## config.mk

```make
export PLATFORM = sky130hd
export DESIGN_NAME = wash_panel_sequencer
export DESIGN_NICKNAME = d
export VERILOG_FILES = /design/src/rtl/wash_panel_sequencer_pkg.sv /design/src/rtl/wash_panel_sequencer_button_edge.sv /design/src/rtl/wash_panel_sequencer.sv
export SDC_FILE = /design/constraint.sdc
export NUM_CORES = 1
export LEC_CHECK = 0
export ABC_AREA = 1
export BUFFER_PORTS_ARGS = -buffer_cell sky130_fd_sc_hd__buf_4
export CAP_MARGIN = 10
export CORE_MARGIN = 10
export CORE_UTILIZATION = 57
export DETAILED_ROUTE_END_ITERATION = 6
export PLACE_DENSITY = 0.76
export SLEW_MARGIN = 10
export SYNTH_ARGS = -nofsm -noshare
export SYNTH_HDL_FRONTEND = slang
export SYNTH_SLANG_ARGS = --single-unit
```

## constraint.sdc

```tcl
create_clock -name clk -period 2.15 [get_ports clk]
set_clock_uncertainty 0.05 [all_clocks]
set_input_delay 0.1075 -clock clk [delete_from_list [all_inputs] [get_ports clk]]
set_output_delay 0.1075 -clock clk [all_outputs]
set_load 0.1 [all_outputs]
```

## src/rtl/wash_panel_sequencer_pkg.sv

```systemverilog
// Shared definitions for the wash panel sequencer: state codes, cycle modes and
// the energy-accumulation helpers.
package wash_pkg;

    localparam int ENERGY_W = 8;
    localparam int TOTAL_W  = 16;

    typedef logic [2:0] state_t;

    localparam state_t ST_IDLE  = 3'd0;
    localparam state_t ST_START = 3'd1;
    localparam state_t ST_RUN   = 3'd2;
    localparam state_t ST_DONE  = 3'd3;
    localparam state_t ST_CLEAN = 3'd4;
    localparam state_t ST_FAULT = 3'd5;

    localparam logic [1:0] MODE_NORMAL = 2'd0;
    localparam logic [1:0] MODE_QUICK  = 2'd1;
    localparam logic [1:0] MODE_HEAVY  = 2'd2;

    // Index of each edge detector in the shared rise vector.
    localparam int EDGE_START = 0;
    localparam int EDGE_CLEAN = 1;
    localparam int EDGE_MODE  = 2;
    localparam int EDGE_LOCK  = 3;
    localparam int EDGE_CMP   = 4;
    localparam int N_EDGES    = 5;

    function automatic logic [1:0] next_mode(input logic [1:0] mode);
        return (mode == MODE_HEAVY) ? MODE_NORMAL : mode + 2'd1;
    endfunction

    function automatic logic [TOTAL_W-1:0] sat_add(input logic [TOTAL_W-1:0] acc,
                                                   input logic [ENERGY_W-1:0] energy);
        logic [TOTAL_W:0] sum;
        sum = {1'b0, acc} + {{(TOTAL_W + 1 - ENERGY_W){1'b0}}, energy};
        return sum[TOTAL_W] ? '1 : sum[TOTAL_W-1:0];
    endfunction

endpackage

```

## src/rtl/wash_panel_sequencer_button_edge.sv

```systemverilog
// Rising-edge detector with a registered one-cycle pulse output; a held level
// produces a single pulse.
module button_edge (
    input  logic clk,
    input  logic reset,
    input  logic level,
    output logic rise
);

    logic prev_q, prev_d;
    logic rise_q, rise_d;

    always_comb begin
        prev_d = level;
        rise_d = level & ~prev_q;
    end

    always_ff @(posedge clk or negedge reset) begin
        if (!reset) begin
            prev_q <= 1'b0;
            rise_q <= 1'b0;
        end else begin
            prev_q <= prev_d;
            rise_q <= rise_d;
        end
    end

    assign rise = rise_q;

endmodule

```

## src/rtl/wash_panel_sequencer.sv

```systemverilog
// Front-panel initiator: turns button presses into machine commands, waits for
// completion and logs the energy reading of each finished run.
module wash_panel_sequencer
    import wash_pkg::*;
#(
    parameter int START_PULSE  = 2,
    parameter int RUN_TIMEOUT  = 4096,
    parameter int CLEAN_CYCLES = 64,
    parameter int COUNT_W      = 8
) (
    input  logic                clk,
    input  logic                reset,
    input  logic                btn_start,
    input  logic                btn_mode,
    input  logic                btn_lock,
    input  logic                btn_clean,
    input  logic                machine_complete,
    input  logic [ENERGY_W-1:0] machine_energy,
    output logic                start,
    output logic [1:0]          cycle_mode,
    output logic                enable_lock,
    output logic                clean_trigger,
    output logic                busy,
    output logic                timeout_err,
    output logic [COUNT_W-1:0]  run_count,
    output logic [ENERGY_W-1:0] last_energy,
    output logic [TOTAL_W-1:0]  total_energy
);

    localparam int MAX_SP  = (START_PULSE > RUN_TIMEOUT) ? START_PULSE : RUN_TIMEOUT;
    localparam int CNT_MAX = (MAX_SP > CLEAN_CYCLES) ? MAX_SP : CLEAN_CYCLES;
    localparam int CNT_W   = $clog2(CNT_MAX + 1);

    // One down-counter serves all three timed states; each load ends on zero.
    localparam logic [CNT_W-1:0] PULSE_LOAD = CNT_W'(START_PULSE - 1);
    localparam logic [CNT_W-1:0] RUN_LOAD   = CNT_W'(RUN_TIMEOUT - 1);
    localparam logic [CNT_W-1:0] CLEAN_LOAD = CNT_W'(CLEAN_CYCLES);

    logic [N_EDGES-1:0] levels;
    logic [N_EDGES-1:0] rise;

    assign levels = {machine_complete, btn_lock, btn_mode, btn_clean, btn_start};

    for (genvar gi = 0; gi < N_EDGES; gi++) begin : g_edge
        button_edge u_edge (
            .clk   (clk),
            .reset (reset),
            .level (levels[gi]),
            .rise  (rise[gi])
        );
    end

    state_t               state_q, state_d;
    logic [CNT_W-1:0]     cnt_q, cnt_d;
    logic [1:0]           mode_q, mode_d;
    logic                 lock_req_q, lock_req_d;
    logic                 start_q, start_d;
    logic                 enable_lock_q, enable_lock_d;
    logic                 clean_trigger_q, clean_trigger_d;
    logic                 busy_q, busy_d;
    logic                 timeout_err_q, timeout_err_d;
    logic [COUNT_W-1:0]   run_count_q, run_count_d;
    logic [ENERGY_W-1:0]  last_energy_q, last_energy_d;
    logic [TOTAL_W-1:0]   total_energy_q, total_energy_d;
    logic                 capture;

    always_ff @(posedge clk or negedge reset) begin
        if (!reset) begin
            state_q         <= ST_IDLE;
            cnt_q           <= '0;
            mode_q          <= MODE_NORMAL;
            lock_req_q      <= 1'b0;
            start_q         <= 1'b0;
            enable_lock_q   <= 1'b0;
            clean_trigger_q <= 1'b0;
            busy_q          <= 1'b0;
            timeout_err_q   <= 1'b0;
            run_count_q     <= '0;
            last_energy_q   <= '0;
            total_energy_q  <= '0;
        end else begin
            state_q         <= state_d;
            cnt_q           <= cnt_d;
            mode_q          <= mode_d;
            lock_req_q      <= lock_req_d;
            start_q         <= start_d;
            enable_lock_q   <= enable_lock_d;
            clean_trigger_q <= clean_trigger_d;
            busy_q          <= busy_d;
            timeout_err_q   <= timeout_err_d;
            run_count_q     <= run_count_d;
            last_energy_q   <= last_energy_d;
            total_energy_q  <= total_energy_d;
        end
    end

    always_comb begin
        state_d    = state_q;
        cnt_d      = cnt_q;
        mode_d     = mode_q;
        lock_req_d = lock_req_q;
        capture    = 1'b0;
        case (state_q)
            ST_IDLE: begin
                if (rise[EDGE_START]) begin
                    state_d = ST_START;
                    cnt_d   = PULSE_LOAD;
                end else if (rise[EDGE_CLEAN]) begin
                    state_d = ST_CLEAN;
                    cnt_d   = CLEAN_LOAD;
                end else if (rise[EDGE_MODE]) begin
                    mode_d = next_mode(mode_q);
                end else if (rise[EDGE_LOCK]) begin
                    lock_req_d = ~lock_req_q;
                end
            end
            ST_START: begin
                if (cnt_q == '0) begin
                    state_d = ST_RUN;
                    cnt_d   = RUN_LOAD;
                end else begin
                    cnt_d = cnt_q - 1'b1;
                end
            end
            ST_RUN: begin
                if (rise[EDGE_CMP]) begin
                    state_d = ST_DONE;
                    capture = 1'b1;
                end else if (cnt_q == '0) begin
                    state_d = ST_FAULT;
                end else begin
                    cnt_d = cnt_q - 1'b1;
                end
            end
            ST_DONE:  state_d = ST_IDLE;
            ST_CLEAN: begin
                if (cnt_q == '0) state_d = ST_IDLE;
                else             cnt_d   = cnt_q - 1'b1;
            end
            ST_FAULT: begin
                if (rise[EDGE_START]) state_d = ST_IDLE;
            end
            default:  state_d = ST_IDLE;
        endcase
    end

    // Outputs are decoded from the next state so they line up with state_q.
    always_comb begin
        start_d         = (state_d == ST_START);
        busy_d          = (state_d != ST_IDLE);
        timeout_err_d   = (state_d == ST_FAULT);
        enable_lock_d   = lock_req_d | (state_d inside {ST_START, ST_RUN, ST_FAULT});
        clean_trigger_d = (state_d == ST_CLEAN) && (state_q != ST_CLEAN);
        run_count_d     = run_count_q;
        last_energy_d   = last_energy_q;
        total_energy_d  = total_energy_q;
        if (capture) begin
            run_count_d    = run_count_q + 1'b1;
            last_energy_d  = machine_energy;
            total_energy_d = sat_add(total_energy_q, machine_energy);
        end
    end

    assign start         = start_q;
    assign cycle_mode    = mode_q;
    assign enable_lock   = enable_lock_q;
    assign clean_trigger = clean_trigger_q;
    assign busy          = busy_q;
    assign timeout_err   = timeout_err_q;
    assign run_count     = run_count_q;
    assign last_energy   = last_energy_q;
    assign total_energy  = total_energy_q;

endmodule
```

---- Word level (Yosys, flattened, before mapping) ----
Index checks and enable logic that the tools add are counted.
storage, ports and cells
  input port bits ......................... 15
  register bits after elaboration ......... 66
operators by class
  multiplexer cells ....................... 23
  reductions and logical operators ........ 8
  $add $sub $neg .......................... 4
  equal/unequal tests ..................... 12
  bitwise logic cells ..................... 14
operators by type and width
  kind                                                  count
  2-to-1 mux 13 bit                                     5
  one-hot mux 13 bit (4 select lines)                   1
  2-to-1 mux 3 bit                                      7
  adder 16 x 8 -> 17 bit                                1
  2-to-1 mux 16 bit                                     1
  one-hot mux 3 bit (5 select lines)                    1
  logical NOT 13 bit                                    1
  subtractor 13 x 1 -> 13 bit (second input constant)   1
  equality test 3 bit (second input constant)           4
  adder 8 x 1 -> 8 bit (second input constant)          1
  NOT 1 bit                                             8
  2-to-1 mux 1 bit                                      7
  equality test 3 x 1 -> 1 bit (second input constant)  2
  equality test 3 x 2 -> 1 bit (second input constant)  2
  nonzero test 3 bit                                    2
  AND 1 bit                                             5
  AND reduction 4 bit                                   1
  nonzero test 4 bit                                    1
  logical NOT 3 bit                                     1
  != test 3 x 1 -> 1 bit (second input constant)        1
  != test 3 bit (second input constant)                 1
  AND reduction 3 bit                                   1
  adder 2 x 1 -> 2 bit (second input constant)          1
  equality test 2 bit (second input constant)           1
  other kinds (4)                                       4

---- Logic depth before layout (Yosys ltp) ----
Gate-level depths: netlist of run 1.
  word-level depth ........................ 7
  mapped depth ............................ 11
  mapped depth without buffers ............ 11

---- Modules after synthesis ----
Synthesis of run 1 repeated with hierarchy kept, for this count alone.
unflattened totals
  cell total of the unflattened synthesis .. 448
  area total of the unflattened synthesis .. 3599.7 um^2
by module, submodules not included
  module                area each (um^2)  cells an instance  times used
  wash_panel_sequencer  3299.4            428                1
  button_edge           60.1              4                  5

---- Worst setup path after synthesis of run 1 ----
OpenSTA, ideal clock, no wires.
  path type ............................... register to register
  from .................................... register total_energy_q[0] (netlist: total_energy[0])
  to ...................................... register total_energy_q[10] (netlist: total_energy[10])
  arrival time ............................ 2.449 ns
  slack ................................... -0.481 ns
  setup time .............................. 0.132 ns
  period minus slack after synthesis ...... 2.631 ns
  cell stages (with the launch flop) ...... 10
  buffers on the path ..................... 0
  cell sequence ........................... dfrtp_1 -> ha_1 -> inv_1 -> fa_1 -> o21ai_2 -> nand3_1 -> nand2_1 -> nand2_2 -> o21ai_1 -> nand3_1
on the way
  word-level cells in the longest chain between the ends .. 2
RTL lines
  item                      line                            source
  start: declaration        wash_panel_sequencer.sv:64      logic [TOTAL_W-1:0] total_energy_q, total_energy_d;
  start signal: assignment  wash_panel_sequencer.sv:93      total_energy_q <= total_energy_d;
  adder 16 x 8 -> 17 bit    wash_panel_sequencer_pkg.sv:36  sum = {1'b0, acc} + {{(TOTAL_W + 1 - ENERGY_W){1'b0}}, energy};
  2-to-1 mux 16 bit         wash_panel_sequencer_pkg.sv:37  return sum[TOTAL_W] ? '1 : sum[TOTAL_W-1:0];
Every way passes these cells.
A chain may end at the register's enable or synchronous reset.

---- Final worst setup path of run 1 ----
Ends and elaborated chain as after synthesis.

==> results.cfg, run 1 <==
[setup_path]
slowest_delay_ns = 0.44
critPathSlowestCell = dfrtp_4
endpoint = total_energy[10]$_DFFE_PN0P_
cp_max_fo = 8
crit_path_end_kind = register
r2r_start = total_energy[0]$_DFFE_PN0P_
path_cells = ha_4 -> inv_1 -> fa_1 -> o21ai_2 -> nand3_1 -> nand2_2 -> nand2_2 -> o21ai_1 -> nand3_1
crit_buf_inv = 1
crit_path_start = total_energy[0]$_DFFE_PN0P_
r2r_setup_slack_ns = 0.18
cp.required_ns = 2.32
path_class = register to register
arrival_ns = 2.14
regToRegEndpoint = total_energy[10]$_DFFE_PN0P_
crit_family = adder cells
rr_worst_depth = 9
start_kind = register
path_depth = 9

[timing]
rsz0062_at_grt = false
setup_viol = 0
final.period_utilization = 0.918
totalNegativeSetupSlack_ns = 0
fin_crit_ns = 1.97
max_slew_margin = 0.670
finalHoldViolCount = 0
final-max-slew-violation-count = 0
worstMarginPinSlew_ns = 0.494
fmax_ghz = 0.507
setup_ws_ns = 0.177

[logic_synthesis]
synth_nets = 461
netlist_top_cells_area = dfrtp_1 45%, nand2_1 12%, nand3_1 4.8%, inv_1 4.7%, nor2_1 3.6%
synthArstFlopShare = 1.00
yosysTopAreaCell = dfrtp_1
syn_area_um2 = 3630
yosys_warnings = 0
synth_edf_count = 0
synth_flop_cell = dfrtp_1
synth_top_cell_area_share = 0.455
ys_seq_area_frac = 0.455
ys_types = 38
syn_inst = 435
syn_avg_cell_area_um2 = 8.35
synth-seq-cells = 66

[power_and_ir_drop]
internal_power_mw = 3.31
power_frac_seq = 0.265
irDropWorstVdd_mv = 1.32
p_comb_frac = 0.592
p_per_area_nw_per_um2 = 1610
power_switching_mw = 3.89
clkPwrFrac = 0.143
switching_share = 0.540
cellLeakagePower_nw = 2.30

[layout]
nNetsFinal = 538
layout.cells.non_filler = 594
register_area_um2 = 1670
drive_above_1_share = 0.251
antenna_cells = 0
filler_cell_count = 508
multiInputGateArea_um2 = 1750
synthToLayoutAreaGrowth_pct = 23.0

[die]
initial_core_util = 0.578
design.die.area_um2 = 9960
ios = 54
rows = 29
fp.dieW_um = 99.8
die_h_um = 99.8
coreArea_um2 = 6280

[route]
antenna_left = 0
totalWireLength_um = 7960
drtIter0Drc = 167
wl_per_cell_um = 13.4
vias = 3018
route.detailed.drc = 0
via_per_inst = 5.08
first_pass_iters = 4

[place]
place_ws_ns = 0.202
placed_cells = 565
dp_hpwl_um = 6000
place.gp.congestion = 0.899
io_buffers = 53

[global_route]
grt_first_pass_wirelength_um = 14000
grt_pass1_vias = 3019
overflow = 0
grt_antenna_before_repair = 0
grt_usage = 0.168
grt_max_degree = 34

[min_path]
worstHoldStart = machine_energy[1]
hp-class = input pin to register

[clock_tree]
cts_setup_buffers = 0
cts_inserted_buffers = 9
worstSkewPairLatency_ns = 0.34
h-tree-depth = 3
tritoncts = yes
clk_pin_slew_ns = 0.07
root_buffer = clkbuf_8
cts_buffer_depth = 2
clock_sinks = 66

[outcome]
status = complete, no violations

[flow_run]
cap_violations = 0
[Yosys cell counts (2+ instances only)]
cell type,instances
a21boi_0,3
a21boi_1,3
a21oi_1,9
buf_6,4
dfrtp_1,66
ha_1,10
inv_1,45
inv_2,6
nand2_1,118
nand2_2,8
nand2_4,2
nand3_1,35
nand3b_1,2
nand4_1,7
nor2_1,35
nor2_2,9
nor2_4,4
nor3_1,5
o211ai_1,2
o21ai_0,10
o21ai_1,8
o21ai_2,4
or2_2,6
xnor2_1,12
xor2_1,9
[registers in the layout, summed over array words and instances, names as in the netlist]
register              flops
timeout_err               1
last_energy               8
cycle_mode                2
busy                      1
enable_lock               1
g_edge.u_edge.prev_q      5
clean_trigger             1
run_count                 8
total_energy             16
lock_req_q                1
cnt_q                    13
g_edge.u_edge.rise        5
state_q                   3
start                     1
[layout make-up]
| type | count | area share |
|---|---|---|
| Multi-Input combinational cell | 313 | 0.393 |
| Sequential cell | 66 | 0.373 |
| Timing Repair Buffer | 71 | 0.127 |
| Inverter | 51 | 0.0429 |
| Clock buffer | 9 | 0.0277 |
| Tap cell | 77 | 0.0216 |
| Clock inverter | 7 | 0.0154 |
[power groups by stage]
stage / clock network, mW / logic, mW / registers (mW)
2_1_floorplan: 0 / 1.92 / 3.41
3_3_place_gp: 0 / 4.21 / 1.92
3_5_place_dp: 0 / 4.25 / 1.93
4_1_cts: 1.05 / 4.29 / 1.90
5_1_grt: 1.10 / 4.66 / 1.96
6_report: 1.03 / 4.26 / 1.91
[placed cells by master (no fill, tap or decap), drive strengths merged, types with 7 or more instances in the layout]
cell type    synthesis  layout
clkbuf               0       9
xor2                 9       9
a21oi               10      10
ha                  10      10
nand4                8       8
o21ai               22      22
xnor2               12      12
buf                  5      58
dfrtp               66      66
nor2                49      49
inv                 51      52
nand2              128     128
nor3                 7       7
dlygate4sd3          0      13
nand3               36      36
[worst min-delay path, cell delays in order]
cell and delay, ns:
buf_4 0.09, inv_1 0.06, o21ai_1 0.13
[cells by family after synthesis]
family / count (synthesis) / share of synthesized area
adder cells (fa/ha/maj): 11 / 0.0400
AO/OA/AOI/OAI: 42 / 0.0696
buffers and inverters: 56 / 0.0665
AND/OR/NAND/NOR: 239 / 0.318
flip-flops: 66 / 0.455
XOR/XNOR: 21 / 0.0507
[through the flow]
stage | area, µm² | hold slack (ns) | utilization | power (mW)
final | 4470 | 0.0362 | 0.711 | 7.20
after global routing | 4470 | 0.0286 | 0.711 | 7.73
after CTS | 4470 | 0.0254 | 0.711 | 7.24
after detailed placement | 4140 | 0.0319 | 0.660 | 6.18
after global placement | 4140 | 0.0266 | 0.660 | 6.12
after floorplan | 3660 | -0.238 | - | 5.33
[worst min-delay path by stage]
stage	cells after the start	slack [ns]	to
after floorplan	0	-0.24	busy$_DFF_PN0_
after global placement	1	0.03	last_energy[3]$_DFFE_PN0P_
after detailed placement	1	0.03	last_energy[2]$_DFFE_PN0P_
after CTS	3	0.03	last_energy[1]$_DFFE_PN0P_
after global routing	3	0.03	last_energy[1]$_DFFE_PN0P_
final	3	0.04	last_energy[1]$_DFFE_PN0P_
[per-layer routing]
layer	routed length, µm	track usage	share of wire	vias to the layer above
li1	-	-	-	1541
met1	3700	0.218	0.46	1416
met2	3770	0.263	0.47	57
met3	446	0.0433	0.056	4
met4	41	0.0639	0.0052	0
met5	0	0	0	-
[repair_timing]
item,in CTS,in global routing
hold endpoints to repair,48,0
gates resized for setup,0,0
hold buffers,13,0
setup endpoints to repair,0,0
Note: power is estimated with default switching activity, not from simulation.
==> inputs of run 2 (changes only) <==
CORE_UTILIZATION = 60   (was 57)
PLACE_DENSITY = 0.79   (was 0.76)
clock period = 2.55 ns   (was 2.15 ns; I/O delays follow)
==> run 2 against run 1 <==
Against the previous run:
- sequential power fell by 16%
- critical path depth rose by 1
- setup slack improved by 0.15 ns
- flip-flop and latch count did not move
- combinational power fell by 16%
- largest cell class unchanged
- worst hold slack improved by 0.035 ns
- first-iteration DRC count fell by 25%
- global-route usage rose by 0.17 points
- count of clock-buffer cells in the layout rose by 1
- design area barely moved
- register-to-register slack improved by 0.18 ns
- die area fell by 4.0%
==> results.cfg, run 2 (synthesis results as in run 1) <==
[power_and_ir_drop]
switching_share = 0.525
internal_power_mw = 2.99
p_comb_frac = 0.570
p_per_area_nw_per_um2 = 1410
irDropWorstVdd_mv = 1.54
power_switching_mw = 3.30
power_frac_seq = 0.254
clkPwrFrac = 0.176
cellLeakagePower_nw = 2.32
fin_total_pwr_mw = 6.29

[layout]
drive_above_1_share = 0.230
nNetsFinal = 535
register_area_um2 = 1650
antenna_cells = 0
most-common-layout-cells = 118 x nand2_1, 65 x dfrtp_1, 55 x buf_4
largest_reg_flops = 16
layout.cells.non_filler = 589
final_common_cell = nand2_1
filler_cell_count = 430
synthToLayoutAreaGrowth_pct = 23.1
multiInputGateArea_um2 = 1740

[min_path]
worstHoldStart = machine_energy[1]
hold_depth = 3
whs_endpoint = last_energy[1]$_DFFE_PN0P_
hp-class = input pin to register

[route]
drtIter0Drc = 126
via_per_inst = 5.28
first_pass_iters = 4
totalWireLength_um = 8290
antenna_left = 0
route.detailed.drc = 0
vias = 3112
wl_per_cell_um = 14.1

[clock_tree]
worstSkewPairLatency_ns = 0.35
cts_setup_buffers = 0
tritoncts = yes
cts_buffer_depth = 2
root_buffer = clkbuf_8
clk_pin_slew_ns = 0.07
clock_sinks = 66
ctsResizeCount = 0
cts_inserted_buffers = 9
h-tree-depth = 3

[global_route]
overflow = 0
grt_usage = 0.170
grt_pass1_vias = 3057
grt_antenna_before_repair = 0
grt_max_degree = 67
grt_first_pass_wirelength_um = 13800

[die]
fp.dieW_um = 97.8
ios = 54
rows = 28
initial_core_util = 0.617
coreArea_um2 = 5890
die_h_um = 97.8
design.die.area_um2 = 9560

[setup_path]
arrival_ns = 2.42
regToRegEndpoint = total_energy[2]$_DFFE_PN0P_
start_kind = input pin
cp.required_ns = 2.75
r2r_start = total_energy[0]$_DFFE_PN0P_
cp_max_fo = 8
path_class = input pin to register
r2r_setup_slack_ns = 0.36
rr_worst_depth = 8
crit_path_end_kind = register

[timing]
max_slew_margin = 0.455
fmax_ghz = 0.450
finalHoldViolCount = 0
totalNegativeSetupSlack_ns = 0
worstMarginPinSlew_ns = 0.817
setup_viol = 0
rsz0062_at_grt = false
final.period_utilization = 0.872
fin_crit_ns = 2.22
final-max-slew-violation-count = 0

[outcome]
status = complete, no violations

[flow_run]
cap_violations = 0

[place]
place.gp.congestion = 0.849
dp_hpwl_um = 5980
io_buffers = 53
placed_cells = 560
[run 2: changes by cell type in the layout (fill, tap and decap cells not counted), moves of 2 or more]
cell | before | now
dfrtp_2 | 6 | 1
dfrtp_1 | 58 | 65
bufinv_16 | 1 | 3
dfrtp_4 | 2 | 0
clkinv_2 | 3 | 1
clkinvlp_4 | 2 | 0
buf_4 | 58 | 55
[run 2: worst max path at each step]
stage | from | endpoint | slack [ns] | cells after the start
after global placement | total_energy[0]$_DFFE_PN0P_ | total_energy[13]$_DFFE_PN0P_ | 0.53 | 8
after detailed placement | total_energy[0]$_DFFE_PN0P_ | total_energy[13]$_DFFE_PN0P_ | 0.41 | 8
final | machine_energy[0] | total_energy[2]$_DFFE_PN0P_ | 0.33 | 10
after floorplan | total_energy[1]$_DFFE_PN0P_ | total_energy[10]$_DFFE_PN0P_ | 0.03 | 8
after CTS | machine_energy[0] | total_energy[2]$_DFFE_PN0P_ | 0.34 | 10
after global routing | machine_energy[0] | total_energy[10]$_DFFE_PN0P_ | 0.21 | 10
[run 2: power groups by stage]
stage / sequential, mW / combinational [mW] / clock, mW
after floorplan: 2.85 / 1.62 / 0
after global placement: 1.59 / 3.51 / 0
after detailed placement: 1.61 / 3.58 / 0
after CTS: 1.60 / 3.61 / 1.11
after global routing: 1.63 / 3.88 / 1.15
final: 1.60 / 3.59 / 1.11
[run 2: cell type report]
type / instances / share of cell area
Multi-Input combinational cell: 313 / 0.389
Timing Repair Buffer: 68 / 0.122
Clock buffer: 10 / 0.0308
Clock inverter: 6 / 0.0252
Tap cell: 75 / 0.0210
Inverter: 51 / 0.0428
Sequential cell: 66 / 0.370
[run 2: repair_timing]
action	in CTS	in global routing
hold buffers	13	0
setup endpoints to repair	0	0
endpoints found under the hold margin	83	0
[run 2: per-layer routing]
metal / GRT usage / vias to the layer above / routed length [µm]
met4: 0.0682 / 0 / 173
met3: 0.0458 / 20 / 505
met5: 0 / - / 0
met1: 0.206 / 1463 / 3720
met2: 0.280 / 90 / 3890
li1: - / 1539 / -
[run 2: through the flow]
step / utilization / worst slack [ns] / cell area [µm²] / hold slack [ns]
3_3_place_gp: 0.695 / 0.535 / 4090 / 0.196
4_1_cts: 0.759 / 0.340 / 4470 / 0.0663
5_1_grt: 0.759 / 0.209 / 4470 / 0.0894
3_5_place_dp: 0.695 / 0.410 / 4090 / 0.198
6_report: 0.759 / 0.327 / 4470 / 0.0711
2_1_floorplan: - / 0.0305 / 3630 / -0.218
[run 2: worst max-delay path, stage by stage]
cell and delay, ns:
dlygate4sd3_1 0.52, buf_4 0.11, ha_1 0.16, inv_1 0.07
fa_1 0.42, o21ai_2 0.24, nand3_1 0.10, nand2_1 0.26
a21oi_2 0.17, a21boi_0 0.24
